$ cat src/rtl/ksa_shuffle.sv
// RC4 key-scheduling swap loop: walks i over S, accumulates j from S[i] and the key,
// and swaps S[i]/S[j] through a single synchronous-read RAM port (6 cycles per i).
module ksa_shuffle #(
  parameter int KEY_BYTES  = 3,
  parameter int ITERATIONS = 256
) (
  input  logic                   clk,
  input  logic                   reset,
  input  logic                   start,
  input  logic [8*KEY_BYTES-1:0] secret_key,
  input  logic [7:0]             s_q,
  output logic [7:0]             s_address,
  output logic [7:0]             s_data,
  output logic                   s_wren,
  output logic                   busy,
  output logic                   done,
  output logic [2:0]             dbg_state
);

  localparam int KW = (KEY_BYTES > 1) ? $clog2(KEY_BYTES) : 1;

  typedef enum logic [2:0] {
    IDLE  = 3'd0,
    RD_I  = 3'd1,
    CAP_I = 3'd2,
    RD_J  = 3'd3,
    CAP_J = 3'd4,
    WR_I  = 3'd5,
    WR_J  = 3'd6,
    DONE  = 3'd7
  } state_t;

  // Handshake: start is a level, sampled only in IDLE/DONE; busy covers every other
  // state and done is held in DONE until the next accepted start.
  state_t        r_state;
  logic [7:0]    r_i;
  logic [7:0]    r_j;
  logic [7:0]    r_si;
  logic [KW-1:0] r_kidx;

  logic [7:0]    w_key_byte;
  logic [7:0]    w_j_next;
  logic [KW-1:0] w_kidx_next;
  logic          w_last;

  always_comb begin
    w_key_byte = '0;
    for (int k = 0; k < KEY_BYTES; k++) begin
      if (r_kidx == KW'(k)) w_key_byte = secret_key[8*(KEY_BYTES-k)-1 -: 8];
    end
  end

  assign w_j_next    = r_j + s_q + w_key_byte;
  assign w_kidx_next = (r_kidx == KW'(KEY_BYTES - 1)) ? '0 : r_kidx + KW'(1);
  assign w_last      = (r_i == 8'(ITERATIONS - 1));
  assign dbg_state   = r_state;

  // The s_data register captured in CAP_J is S[j] itself, so no separate sj copy is kept.
  always_ff @(posedge clk or negedge reset) begin
    if (!reset) begin
      r_state   <= IDLE;
      r_i       <= '0;
      r_j       <= '0;
      r_si      <= '0;
      r_kidx    <= '0;
      s_address <= '0;
      s_data    <= '0;
      s_wren    <= 1'b0;
      busy      <= 1'b0;
      done      <= 1'b0;
    end else begin
      case (r_state)
        IDLE, DONE: begin
          if (start) begin
            r_state   <= RD_I;
            r_i       <= '0;
            r_j       <= '0;
            r_kidx    <= '0;
            s_address <= '0;
            s_wren    <= 1'b0;
            busy      <= 1'b1;
            done      <= 1'b0;
          end
        end
        RD_I: r_state <= CAP_I;
        CAP_I: begin
          r_si      <= s_q;
          r_j       <= w_j_next;
          s_address <= w_j_next;
          r_state   <= RD_J;
        end
        RD_J: r_state <= CAP_J;
        CAP_J: begin
          s_address <= r_i;
          s_data    <= s_q;
          s_wren    <= 1'b1;
          r_state   <= WR_I;
        end
        WR_I: begin
          s_address <= r_j;
          s_data    <= r_si;
          r_state   <= WR_J;
        end
        WR_J: begin
          s_wren <= 1'b0;
          if (w_last) begin
            s_address <= '0;
            busy      <= 1'b0;
            done      <= 1'b1;
            r_state   <= DONE;
          end else begin
            r_i       <= r_i + 8'd1;
            r_kidx    <= w_kidx_next;
            s_address <= r_i + 8'd1;
            r_state   <= RD_I;
          end
        end
        default: r_state <= IDLE;
      endcase
    end
  end

endmodule

$ cat config.mk
export PLATFORM = sky130hd
export DESIGN_NAME = ksa_shuffle
export DESIGN_NICKNAME = d
export VERILOG_FILES = /design/src/rtl/ksa_shuffle.sv
export SDC_FILE = /design/constraint.sdc
export NUM_CORES = 1
export LEC_CHECK = 0
export CORE_MARGIN = 5
export CORE_UTILIZATION = 45
export DETAILED_ROUTE_END_ITERATION = 10
export DONT_BUFFER_PORTS = 1
export PLACE_DENSITY = 0.69
export SLEW_MARGIN = 40
export SYNTH_ARGS = -nofsm -noshare
export SYNTH_HDL_FRONTEND = slang
export SYNTH_SLANG_ARGS = --single-unit
$ cat constraint.sdc
create_clock -name clk -period 2.6 [get_ports clk]
set_clock_uncertainty 0.05 [all_clocks]
set_input_delay 0.52 -clock clk [delete_from_list [all_inputs] [get_ports clk]]
set_output_delay 0.52 -clock clk [all_outputs]
set_load 0.02 [all_outputs]
==> results by group <==
Global route
  – GRT Total Usage: 17.8%
  – Vias in the first global route: 2,365
  – Largest net degree at the start of global routing: 49
  – First-pass GRT wire length: 11,900 µm
  – Initial antenna violation count: 0
  – Overflow after GRT: 0

Yosys
  – Top FF cell, synth: dfrtp_1
  – Synth Instances: 323
  – Syn. warnings: 0
  – Largest area contributor in the netlist: dfrtp_1
  – Ys async rst share: 100%
  – Sequential element share of the synthesized area: 41.0%
  – Top-count cell post-synth: nand2_1
  – Post-synth EDFFs: 0
  – Synth top cells by count: nand2_1 (72), dfrtp_1 (48), o21ai_0 (33)
  – Netlist cell types: 50
  – Main area contributors after synthesis: dfrtp_1 (41%), nand2_1 (9.2%), mux2i_1 (8.5%), o21ai_0 (5.6%), fa_1 (5.5%)
  – Synth Area per Inst: 9.08 µm²
  – Syn_nets: 373
  – Synth Register Bits: 48
  – Share of the synthesized area in the top cell type: 41.0%
  – Post-synth design cell area: 2930 µm²

Detailed routing
  – 1st-pass router iterations: 4
  – Total Wirelength: 7130 µm
  – DR DRC count: 0
  – DR vias: 2,381
  – Drt initial violations: 99
  – Avg WL per Cell: 17.2 µm
  – DR vias/cell: 5.75
  – Routed Antenna Nets: 0

Pwr
  – P_leak: ~1.6 nW
  – Pwr/cell area: 1330 nW/µm²
  – Peak supply drop: 0.000675 V

Placed design
  – Number of I/O port buffers: 0
  – Placed Cells: 402
  – Detailed placement HPWL: 5240 µm
  – RePlAce Congestion: 0.856

STA
  – Unrepaired setup endpoints after global routing: yes
  – Tightest Pin Transition: 0.512 ns
  – Final setup violation count: 5
  – Fin crit share: 104%
  – Hold slack: 0.0133 ns
  – Slew Limit Headroom: 65.9%
  – Setup TNS: -0.277 ns
  – Final worst setup slack: -0.0954 ns
  – Final hold violation count: 0
  – Fin crit period: 2.70 ns
  – Final Max Slew Viols: 0
  – FMAX: around 0.37 GHz

Floorplanning
  – Rows: 29
  – Die Y-Extent: 90.7 µm
  – I/O pins: 57
  – Die width: between 90 and 100 µm
  – Core Region: 6350 µm²
  – Die area: 8230 µm²
  – Initial Util: roughly 46%

Hold path
  – Min-delay worst type: input pin to asynchronous set/reset pin

Clocking
  – Clock-pin slew on the worst setup and hold paths: about 0.09 ns
  – CTS sink cnt: 48
  – Root Buffer: clkbuf_8
  – TritonCTS buffer count: 5
  – Clock tree buffer depth: 2
  – H-tree Lvls: 2
  – CTS tree: built
  – Clock Latency Late Sink: approximately 0.30 ns

Run status
  – Failing checks: negative setup slack
  – Outcome: finished with violations

Layout
  – Finished Layout Cells: around 410
  – Layout cells sized above 1: 19.0%
  – Nets: 387
  – ANT cells: 0
  – Fill cells: approximately 560
  – Layout area overhead: 15.5%

Worst setup path
  – Crit-path max FO: 4
  – R2R Setup Slk: -0.1 ns
  – Crit. End Element: flip-flop
  – Critical path startpoint category: flip-flop
  – Critical path class: flip-flop to flip-flop
  – WP data required: between 2 and 3 ns
  – Worst Path Arrival: 2.82 ns

Job
  – Number of max-cap violations: 0
==> area by class of cell <==
class	count	area (µm²)	share of cell area, %
Inverter	10	37.5	1.11
Timing Repair Buffer	26	226	6.69
Sequential cell	48	1200	35.5
Clock inverter	1	5.00	0.148
Tap cell	77	96.3	2.84
Clock buffer	6	72.6	2.14
Multi-Input combinational cell	246	1750	51.6
==> power by group <==
part | internal (mW) | leakage, nW | total [mW] | switching (mW)
clock | 0.183 | 0.0410 | 0.425 | 0.241
combinational | 1.27 | 0.913 | 2.59 | 1.32
sequential | 1.03 | 0.612 | 1.47 | 0.444
total | 2.49 | 1.57 | 4.49 | 2.01
==> logic make-up after synthesis <==
| logic type | share of synthesized area (%) |
|---|---|
| AND/OR/NAND/NOR | 18.7 |
| AO/OA/AOI/OAI | 16.9 |
| flip-flops | 41.0 |
| XOR/XNOR | 2.09 |
| buffers and inverters | 4.44 |
| multiplexers | 8.54 |
| adder cells (fa/ha/maj) | 8.45 |
==> metal layers <==
layer  GRT usage [%]  up-vias  part of all wire [%]
met4            5.71        0                   1.5
met1            24.5     1155                    46
li1                -     1149                     -
met2            27.4       67                    47
met5               0        -                     0
met3            4.33       10                   5.7
==> critical path, cell delays in order (launching register included) <==
cell and delay [ns]:
dfrtp_2 0.44, mux2i_1 0.20, o21ai_1 0.10, fa_1 0.50, ha_2 0.18, inv_2 0.04
fa_2 0.39, nor2b_2 0.16, o31ai_2 0.10, a21oi_1 0.16, xnor2_1 0.15, o211ai_1 0.10
==> timing repair <==
| item | 4_1_cts | 5_1_grt |
|---|---|---|
| setup buffers | 4 | 1 |
| pin swaps | 17 | 12 |
| endpoints found under the hold margin | 48 | 0 |
| setup endpoints to repair | 10 | 12 |
| gates resized for setup | 24 | 17 |
| hold buffers | 1 | 0 |
==> sequential cells by signal, summed over array words and instances, names as in the netlist <==
register / flops
r_i: 8
r_j: 8
s_address: 8
r_kidx: 2
r_si: 8
dbg_state: 3
done: 1
busy: 1
s_data: 8
s_wren: 1
==> path summary, 6_finish.rpt <==
kind                       startpoint           end  cells after the start
hold reg to reg               r_si[1]       r_si[1]                      2
hold / removal                  reset     s_data[6]                      1
setup reg to reg            r_kidx[0]  s_address[7]                     11
min in group clk               s_q[1]       r_si[1]                      2
setup / recovery            r_kidx[0]  s_address[7]                     11
max in group asynchronous       reset     r_kidx[0]                      1
==> per-stage QoR <==
step / setup WS (ns) / util, % / area (µm²) / total power [mW]
finish: -0.0954 / 53.3 / 3390 / 4.49
global route: -0.205 / 53.3 / 3390 / 4.88
CTS: -0.0775 / 52.2 / 3320 / 4.31
detailed placement: -0.182 / 48.7 / 3100 / 3.60
global placement: -0.147 / 48.7 / 3100 / 3.53
floorplan: -0.0133 / - / 2940 / 2.99
==> cells in the final DEF (no fill, tap or decap), types with 3 or more instances in the layout <==
cell | Yosys | routed
o31ai_1 | 4 | 3
nor2_1 | 17 | 16
a21oi_1 | 14 | 12
buf_4 | 0 | 22
xnor2_1 | 6 | 5
o21ai_0 | 33 | 24
inv_2 | 0 | 3
o21ai_2 | 0 | 4
nand2_1 | 72 | 72
dfrtp_1 | 48 | 47
mux2i_1 | 25 | 24
buf_6 | 1 | 3
clkbuf_8 | 0 | 5
and3_1 | 3 | 3
fa_1 | 8 | 6
ha_4 | 0 | 4
nand3_1 | 5 | 4
o21ai_1 | 1 | 6
a21o_1 | 4 | 4
inv_1 | 10 | 7
(Power assumes the default switching activity.)
